--- config.mk ---
export PLATFORM = sky130hd
export DESIGN_NAME = branch_controller
export DESIGN_NICKNAME = d
export VERILOG_FILES = /design/src/rtl/branch_controller.sv
export SDC_FILE = /design/constraint.sdc
export NUM_CORES = 1
export LEC_CHECK = 0
export ABC_AREA = 1
export BUFFER_PORTS_ARGS = -buffer_cell sky130_fd_sc_hd__buf_2
export CORE_UTILIZATION = 50
export CTS_BUF_LIST = sky130_fd_sc_hd__clkbuf_8
export CTS_CLUSTER_DIAMETER = 60
export CTS_CLUSTER_SIZE = 10
export DETAILED_ROUTE_END_ITERATION = 10
export HOLD_SLACK_MARGIN = 0.1
export PLACE_DENSITY = 0.71
export RECOVER_POWER = 50
export SLEW_MARGIN = 20
export SYNTH_ARGS = -nofsm -noshare
export SYNTH_HDL_FRONTEND = slang
export SYNTH_SLANG_ARGS = --single-unit
--- constraint.sdc ---
create_clock -name Clock -period 3.3 [get_ports Clock]
set_input_delay 0.33 -clock Clock [delete_from_list [all_inputs] [get_ports Clock]]
set_output_delay 0.33 -clock Clock [all_outputs]
set_load 0.01 [all_outputs]
--- src/rtl/branch_controller.sv ---
// Control-transfer stage feeding the program counter: decodes JMP/BR/Bcc/CALL/RET/HALT.
// Zero-cycle latency: PC control outputs are combinational from inputs and registered state.
// No backpressure: a taken transfer squashes the next slot, and HALTED freezes the PC until Reset.
module branch_controller #(
   parameter int STACK_DEPTH  = 8,
   parameter int ADDR_WIDTH   = 16,
   parameter int OFFSET_WIDTH = 9
) (
   input  logic                            Clock,
   input  logic                            Reset,
   input  logic                            InstrValid,
   input  logic [3:0]                      Opcode,
   input  logic [ADDR_WIDTH-1:0]           InstrPC,
   input  logic [ADDR_WIDTH-1:0]           Target,
   input  logic [OFFSET_WIDTH-1:0]         Immediate,
   input  logic [3:0]                      FlagsIn,
   input  logic                            FlagsWrite,
   output logic [ADDR_WIDTH-1:0]           LoadValue,
   output logic                            LoadEnable,
   output logic [OFFSET_WIDTH-1:0]         Offset,
   output logic                            OffsetEnable,
   output logic                            Flush,
   output logic                            Halted,
   output logic                            StackOverflow,
   output logic                            StackUnderflow,
   output logic [$clog2(STACK_DEPTH):0]    StackDepth
);

   localparam int PW = $clog2(STACK_DEPTH);
   localparam int DW = PW + 1;

   typedef enum logic [1:0] {RUN, FLUSH, HALTED} state_t;

   state_t                  state, state_nxt;
   logic [3:0]              flags;            // {V,C,N,Z}
   logic [ADDR_WIDTH-1:0]   stack_mem [STACK_DEPTH];
   logic [DW-1:0]           depth;
   logic                    ovf_q, unf_q;

   logic                    push, pop, set_ovf, set_unf, cond;
   logic                    le_c, oe_c;
   logic [ADDR_WIDTH-1:0]   lv_c;
   logic [OFFSET_WIDTH-1:0] off_c;
   logic [PW-1:0]           push_idx, top_idx;
   logic [ADDR_WIDTH-1:0]   top_entry;

   // Stack pointers: push writes at depth, pop reads the entry just below it.
   assign push_idx  = depth[PW-1:0];
   assign top_idx   = PW'(depth - 1'b1);
   assign top_entry = stack_mem[top_idx];

   // Decode the execute slot and pick the next controller state.
   always_comb begin
      state_nxt = state;
      le_c      = 1'b0;
      lv_c      = '0;
      oe_c      = 1'b0;
      off_c     = '0;
      push      = 1'b0;
      pop       = 1'b0;
      set_ovf   = 1'b0;
      set_unf   = 1'b0;
      cond      = 1'b0;
      case (state)
         RUN: begin
            if (InstrValid) begin
               case (Opcode)
                  4'h1: begin
                     le_c      = 1'b1;
                     lv_c      = Target;
                     state_nxt = FLUSH;
                  end
                  4'h2: begin
                     oe_c      = 1'b1;
                     off_c     = Immediate;
                     state_nxt = FLUSH;
                  end
                  4'h3, 4'h4, 4'h5, 4'h6, 4'h7: begin
                     case (Opcode)
                        4'h3:    cond = flags[0];
                        4'h4:    cond = !flags[0];
                        4'h5:    cond = flags[1];
                        4'h6:    cond = flags[2];
                        default: cond = flags[3];
                     endcase
                     if (cond) begin
                        oe_c      = 1'b1;
                        off_c     = Immediate;
                        state_nxt = FLUSH;
                     end
                  end
                  4'h8: begin
                     if (depth == DW'(STACK_DEPTH)) begin
                        set_ovf   = 1'b1;
                        state_nxt = HALTED;
                     end else begin
                        push      = 1'b1;
                        le_c      = 1'b1;
                        lv_c      = Target;
                        state_nxt = FLUSH;
                     end
                  end
                  4'h9: begin
                     if (depth == '0) begin
                        set_unf   = 1'b1;
                        state_nxt = HALTED;
                     end else begin
                        pop       = 1'b1;
                        le_c      = 1'b1;
                        lv_c      = top_entry;
                        state_nxt = FLUSH;
                     end
                  end
                  4'hA:    state_nxt = HALTED;
                  default: ;
               endcase
            end
         end
         FLUSH:   state_nxt = RUN;
         // A zero offset with OffsetEnable keeps the PC parked.
         HALTED:  oe_c = 1'b1;
         default: state_nxt = RUN;
      endcase
   end

   // Outputs are forced low for as long as Reset is held.
   assign LoadEnable     = !Reset && le_c;
   assign LoadValue      = Reset ? '0 : lv_c;
   assign OffsetEnable   = !Reset && oe_c;
   assign Offset         = Reset ? '0 : off_c;
   assign Flush          = !Reset && (state == FLUSH);
   assign Halted         = !Reset && (state == HALTED);
   assign StackOverflow  = !Reset && (ovf_q || set_ovf);
   assign StackUnderflow = !Reset && (unf_q || set_unf);
   assign StackDepth     = Reset ? '0 : depth;

   // Controller state register.
   always_ff @(posedge Clock or posedge Reset) begin
      if (Reset) state <= RUN;
      else       state <= state_nxt;
   end

   // Condition flags load whenever the ALU writes, independent of state.
   always_ff @(posedge Clock or posedge Reset) begin
      if (Reset)           flags <= '0;
      else if (FlagsWrite) flags <= FlagsIn;
   end

   // Stack occupancy and sticky error flags.
   always_ff @(posedge Clock or posedge Reset) begin
      if (Reset) begin
         depth <= '0;
         ovf_q <= 1'b0;
         unf_q <= 1'b0;
      end else begin
         if (push)     depth <= depth + 1'b1;
         else if (pop) depth <= depth - 1'b1;
         if (set_ovf)  ovf_q <= 1'b1;
         if (set_unf)  unf_q <= 1'b1;
      end
   end

   // Return-address storage; the +1 wraps naturally at the top of the address space.
   always_ff @(posedge Clock) begin
      if (push) stack_mem[push_idx] <= InstrPC + 1'b1;
   end

endmodule
# --- After elaboration in Yosys (flattened, before gate mapping) ---
# Memory sizes are Yosys's and may differ from the RTL's.
# Index checks and enable logic that the tools add are counted.
totals:
  regBits: 12
  ram_bits: 128
  inputBits: 53
  memories: 1
mem_list:
  columns: ["name", "words", "word_bits", "rd", "rd_ports_with_merged_regs", "write_ports", "line_no", "source"]
  rows:
  - ["stack_mem", 8, 16, 1, 0, 1, "36", "logic [ADDR_WIDTH-1:0] stack_mem [STACK_DEPTH];"]
op_classes:
  n_addsub: 3
  eq_ne: 16
  n_mux: 49
  bitwise: 1
  reduce_logical: 16
op_table:
  columns: ["cell", "n"]
  rows:
  - ["$mux W16", 5]
  - ["$pmux W16 S3", 1]
  - ["$mux W9", 4]
  - ["$mux W1", 25]
  - ["$pmux W9 S2", 1]
  - ["$add A16 B1 Y16 const B", 1]
  - ["$eq A4 B3 Y1 const B", 4]
  - ["$eq A4 B4 Y1 const B", 4]
  - ["$mux W4", 3]
  - ["$pmux W2 S5", 1]
  - ["$eq A4 B2 Y1 const B", 2]
  - ["$mux W2", 4]
  - ["$logic_and A1 B1 Y1", 6]
  - ["$ne A6 B3 Y1 const B", 1]
  - ["$reduce_or A5 Y1", 1]
  - ["$add A4 B1 Y4 const B", 1]
  - ["$eq A4 B1 Y1 const B", 1]
  - ["$logic_not A4 Y1", 1]
  - ["$pmux W1 S2", 2]
  - ["$pmux W1 S4", 1]
  - ["$pmux W2 S2", 1]
  - ["$reduce_and A4 Y1", 1]
  - ["$sub A4 B1 Y4 const B", 1]
  - ["$ne A3 B3 Y1 const B", 1]
  - ["other kinds (10)", 12]

# --- Logic depth before layout (Yosys ltp) ---
depth:
  word_depth: 10
  ltp_mapped: 12

# --- Least setup slack after synthesis ---
# No wires, ideal clock.
synth_timing:
  path_kind: "reg2reg"
  from: "register depth[0]"
  to: "memory stack_mem[2][0] (enable)"
  setup_time_ns: 0.409
  arrival_ns: 2.643
  t_required_ns: 2.891
  slack_ns: 0.248
  path_stages_with_launch: 10
  path_buffers: 2
  period_less_slack_ns: 3.052
  path_cell_list: "dfrtp_1 -> inv_1 -> buf_4 -> buf_4 -> ha_1 -> nand3_1 -> nand3_4 -> nor2_4 -> nand2_1 -> nor3_1"
synth_via:
  elab_chain_len: 7
synth_rtl:
  columns: ["item", "line_no", "source"]
  rows:
  - ["start: declaration", "37", "logic [DW-1:0] depth;"]
  - ["start signal: assignment", "156", "if (push) depth <= depth + 1'b1;"]
  - ["start signal: assignment", "157", "else if (pop) depth <= depth - 1'b1;"]
  - ["$eq A4 B4 Y1", "93", "if (depth == DW'(STACK_DEPTH)) begin"]
  - ["$mux W1", "93", null]
  - ["$mux W1", "67", "case (Opcode)"]
  - ["$mux W1", "66", "if (InstrValid) begin"]
  - ["$mux W1", "64", "case (state)"]
  - ["$mux W1", "165", "if (push) stack_mem[push_idx] <= InstrPC + 1'b1;"]
  - ["$mux W1 (implied by the code)", "165", null]
  - ["end: declaration", "36", null]
# Parallel ways exist; a longest one is shown, timed or not.

# --- Final worst setup path ---
layout_timing:
  from: "register depth[1]"
  to: "output LoadValue[9]"
layout_via:
  elab_chain_len: 7
  word_cells_on_any_way: 10
  classes_between: "1 x add/sub; 1 x eq/ne; 6 x mux; 1 x reduce/logical; 1 x memory"
layout_rtl:
  columns: ["item", "line_no", "source"]
  rows:
  - ["$sub A4 B1 Y4", null, null]
  - ["$mem_v2 Z8 W16", null, null]
  - ["$mux W16", "104", "if (depth == '0) begin"]
  - ["$pmux W16 S3 *", "67", null]
  - ["$mux W16 *", "66", null]
  - ["$mux W16 *", "64", null]
  - ["$mux W16 *", "128", "assign LoadValue = Reset ? '0 : lv_c;"]
  - ["end: declaration", "18", "output logic [ADDR_WIDTH-1:0] LoadValue,"]
# Every way passes the cells marked *; elsewhere a longest branch is shown, timed or not.

==> results.py <==
metrics = {
    "layout": {
        "drive_gt1_share_pct": 20.79,
        "nets": 776,
        "instances_no_fill": 903,
        "area_growth_pct": 16.72,
        "antennaDiodeCount": 0,
    },
    "synthesis": {
        "syn_area_per_cell_sq_um": 10.47,
        "ys_warn_count": 0,
        "async_reset_ff_share_pct": 8.571,
        "ys.flop_type": "edfxtp_1",
        "yosysUniqueCellTypes": 35,
        "syn-num-nets": 682,
        "synth_area_sq_um": 6546,
        "yosysSeqAreaShare_pct": 63.30,
        "synth-edff-count": 128,
        "synth_seq_cells": 140,
        "syn_inst": 625,
    },
    "placement": {
        "gp_congestion": 0.8026,
        "port_buffers": 87,
        "hpwl_mm": 9.286,
        "place_ws_ps": 505.7,
        "place_inst": 868,
    },
    "routing": {
        "drc_errors": 0,
        "post_drt_wl_per_cell_um": 16.53,
        "first_iter_violations": 391,
        "drt_wl_total_mm": 14.93,
        "ant_nets": 0,
        "viasPerCell": 5.404,
        "first_pass_iters": 5,
        "vias": 4880,
    },
    "timing": {
        "setup_viol": 0,
        "fin_skew_ps": 11.58,
        "max_freq_mhz": 339.6,
        "min_period_over_period_pct": 89.23,
        "tightest_slew_ps": 777.4,
        "fin_crit_ps": 2945,
        "relSlewSlack_pct": 47.80,
        "timing.setup.tns_ps": 0,
        "drv_slew": 0,
        "finalHoldViolCount": 0,
        "fin_ws_ps": 355.4,
        "rsz0062_at_grt": "no",
    },
    "grt": {
        "grt_pass1_vias": 4544,
        "grt_overflow_total": 0,
        "grt_use_total_pct": 23.44,
        "grt_pass1_wl_mm": 23.32,
        "antenna_found_initial": 0,
        "grt_max_degree": 68,
    },
    "hold_path": {
        "min_from": "FlagsIn[2]",
        "hold_path_class": "primary input to flop",
        "min_to": "flags[2]",
        "hold_path_depth": 2,
    },
    "setup_path": {
        "cp_cell_sequence": "inv_1, ha_4, buf_12, o21ai_0, o211ai_1, nand3_1, a21oi_1, buf_2",
        "cp_slowest_cell": "dfrtp_1",
        "r2r_cells": 8,
        "critPathMaxStageDelay_ps": 480,
        "crit_fanout": 40,
        "startpoint_type": "flop",
        "cp_data_required_time_ps": 2970,
        "cp_data_arrival_time_ps": 2610,
        "cp-end-kind": "output port",
        "reg2reg_from": "depth[1]",
        "critPathKind": "flop to output port",
        "worstReg2RegEnd": "stack_mem[7][9]",
        "r2r_setup_slack_ps": 390,
    },
    "clock_tree": {
        "cts_buffers": 17,
        "cts.sinks": 140,
        "path_clk_slew_ps": 80,
        "cts-root-buf": "clkbuf_8",
        "cts_tree": "done",
        "h-tree-depth": 4,
        "clk_latency_ps": 440,
        "clockBufferDepth": 2,
    },
    "floorplanning": {
        "rows": 41,
        "die_w_um": 116.4,
        "die_y_um": 116.4,
        "initial_core_util_pct": 51.66,
        "ioPinCount": 88,
        "dieArea_sq_um": 13550,
        "core_sq_um": 12670,
    },
    "pwr": {
        "p_leak_nw": 2.837,
        "total_power_w": 0.003573,
        "ir_drop_mv": 0.2272,
        "power_density_nw_per_um2": 467.6,
    },
    "job": {
        "drv_cap": 0,
    },
    "outcome": {
        "status": "finished, final reports clean",
    },
}
==> sequential cells by signal (all words and copies together) (netlist names) <==
name,flops
state,2
unf_q,1
depth,4
ovf_q,1
flags,4
stack_mem,128
==> cells in the final DEF, fill, tap and decap left out, drive strengths merged <==
cell type | synthesis | layout
inv | 38 | 37
mux2 | 2 | 2
clkinv | 1 | 9
dfrtp | 12 | 12
nor4 | 2 | 2
and3 | 1 | 1
xnor2 | 6 | 6
nand2 | 77 | 77
nor2 | 142 | 142
nand4 | 4 | 4
xor2 | 14 | 14
edfxtp | 128 | 128
bufinv | 0 | 4
buf | 18 | 94
clkbuf | 10 | 24
o211ai | 24 | 24
ha | 4 | 4
a31o | 1 | 1
nor3 | 11 | 11
nand3 | 31 | 31
a21oi | 20 | 20
o21ai | 79 | 79
dlygate4sd3 | 0 | 2
clkinvlp | 0 | 3
==> routing by layer <==
| metal | track usage (%) | up-vias | share of wire, % | wire, um |
|---|---|---|---|---|
| met5 | 0 | - | 0 | 0 |
| met4 | 7.521 | 0 | 0.98 | 147 |
| met3 | 4.359 | 13 | 6.5 | 974 |
| met2 | 39.37 | 202 | 50 | 7438 |
| met1 | 30.89 | 2312 | 43 | 6368 |
| li1 | - | 2353 | - | - |
==> cell usage after synthesis (2+ instances only) <==
| cell | number | area [sq um] |
|---|---|---|
| o21ai_1 | 3 | 15.01 |
| buf_4 | 6 | 45.04 |
| xor2_1 | 14 | 122.6 |
| dfrtp_1 | 12 | 300.3 |
| nor3_1 | 11 | 55.05 |
| nand3_1 | 30 | 150.1 |
| nand4_1 | 3 | 18.77 |
| o211ai_1 | 24 | 180.2 |
| xnor2_1 | 5 | 43.79 |
| inv_4 | 2 | 12.51 |
| nor4_1 | 2 | 12.51 |
| inv_2 | 6 | 22.52 |
| nor2_4 | 2 | 22.52 |
| edfxtp_1 | 128 | 3844 |
| nand2_2 | 3 | 18.77 |
| clkbuf_1 | 10 | 37.54 |
| nand2_1 | 73 | 274.0 |
| mux2_2 | 2 | 22.52 |
| buf_2 | 7 | 35.03 |
| o21ai_0 | 75 | 375.4 |
| ha_1 | 4 | 50.05 |
| inv_1 | 30 | 112.6 |
| nor2_1 | 140 | 525.5 |
| buf_6 | 4 | 45.04 |
| a21oi_1 | 19 | 95.09 |
==> logic make-up (layout without fill, tap and decap cells) <==
group                      Yosys count  count (layout)  synth area share, %
and+or+nand+nor                    268             268                17.18
adders and majority gates            4               4               0.7646
buffers and inverters               67             173                4.874
AOI/OAI and AO/OA                  124             124                10.57
DFF                                140             140                63.30
muxes                                2               2               0.3440
xor gates and xnor gates            20              20                2.963
==> through the flow <==
stage,hold WS [ps],utilization [%],cell area [sq um]
after floorplan,406.8,-,6546
after global placement,433.1,56.73,7188
after detailed placement,442.3,56.73,7188
after CTS,104.9,60.28,7639
after global routing,109.7,60.30,7641
final,125.6,60.30,7641
==> worst max-delay path by stage <==
stage	start	endpoint	slack, ps	depth (start not counted)
finish	depth[1]	LoadValue[9]	360	8
global route	depth[1]	LoadValue[5]	120	8
CTS	depth[1]	LoadValue[7]	30	8
detailed placement	depth[1]	LoadValue[7]	510	8
global placement	depth[0]	LoadValue[7]	570	8
floorplan	depth[0]	stack_mem[2][0]	250	9
==> worst max-delay path: cells and delay by family (launching register included) <==
kind                       cells  cell delay, ps
buffers and inverters          3             600
DFF                            1             480
and+or+nand+nor                1             110
adders and majority gates      1             450
AOI/OAI and AO/OA              3             510
==> what timing repair did <==
action,4_1_cts,5_1_grt
endpoints found under the hold margin,13,0
endpoints found under the setup margin,0,16
buffers inserted,0,2
hold buffers,2,0
gates resized for setup,0,2
==> power by group <==
part | switching, W | internal [W]
combinational | 0.0000956 | 0.0000489
clock | 0.000660 | 0.000822
sequential | 0.00000185 | 0.00194
total | 0.000758 | 0.00281
==> final cells by class <==
class / instances / area (sq um)
clock buffer: 17 / 234.0
sequential: 140 / 4144
tap: 172 / 215.2
fill: 1064 / 5030
inverter: 39 / 152.6
clock inverter: 14 / 196.4
multi-input combinational: 418 / 2110
timing repair buffer: 103 / 589.3
No activity file was read; power rests on OpenSTA's default activity.
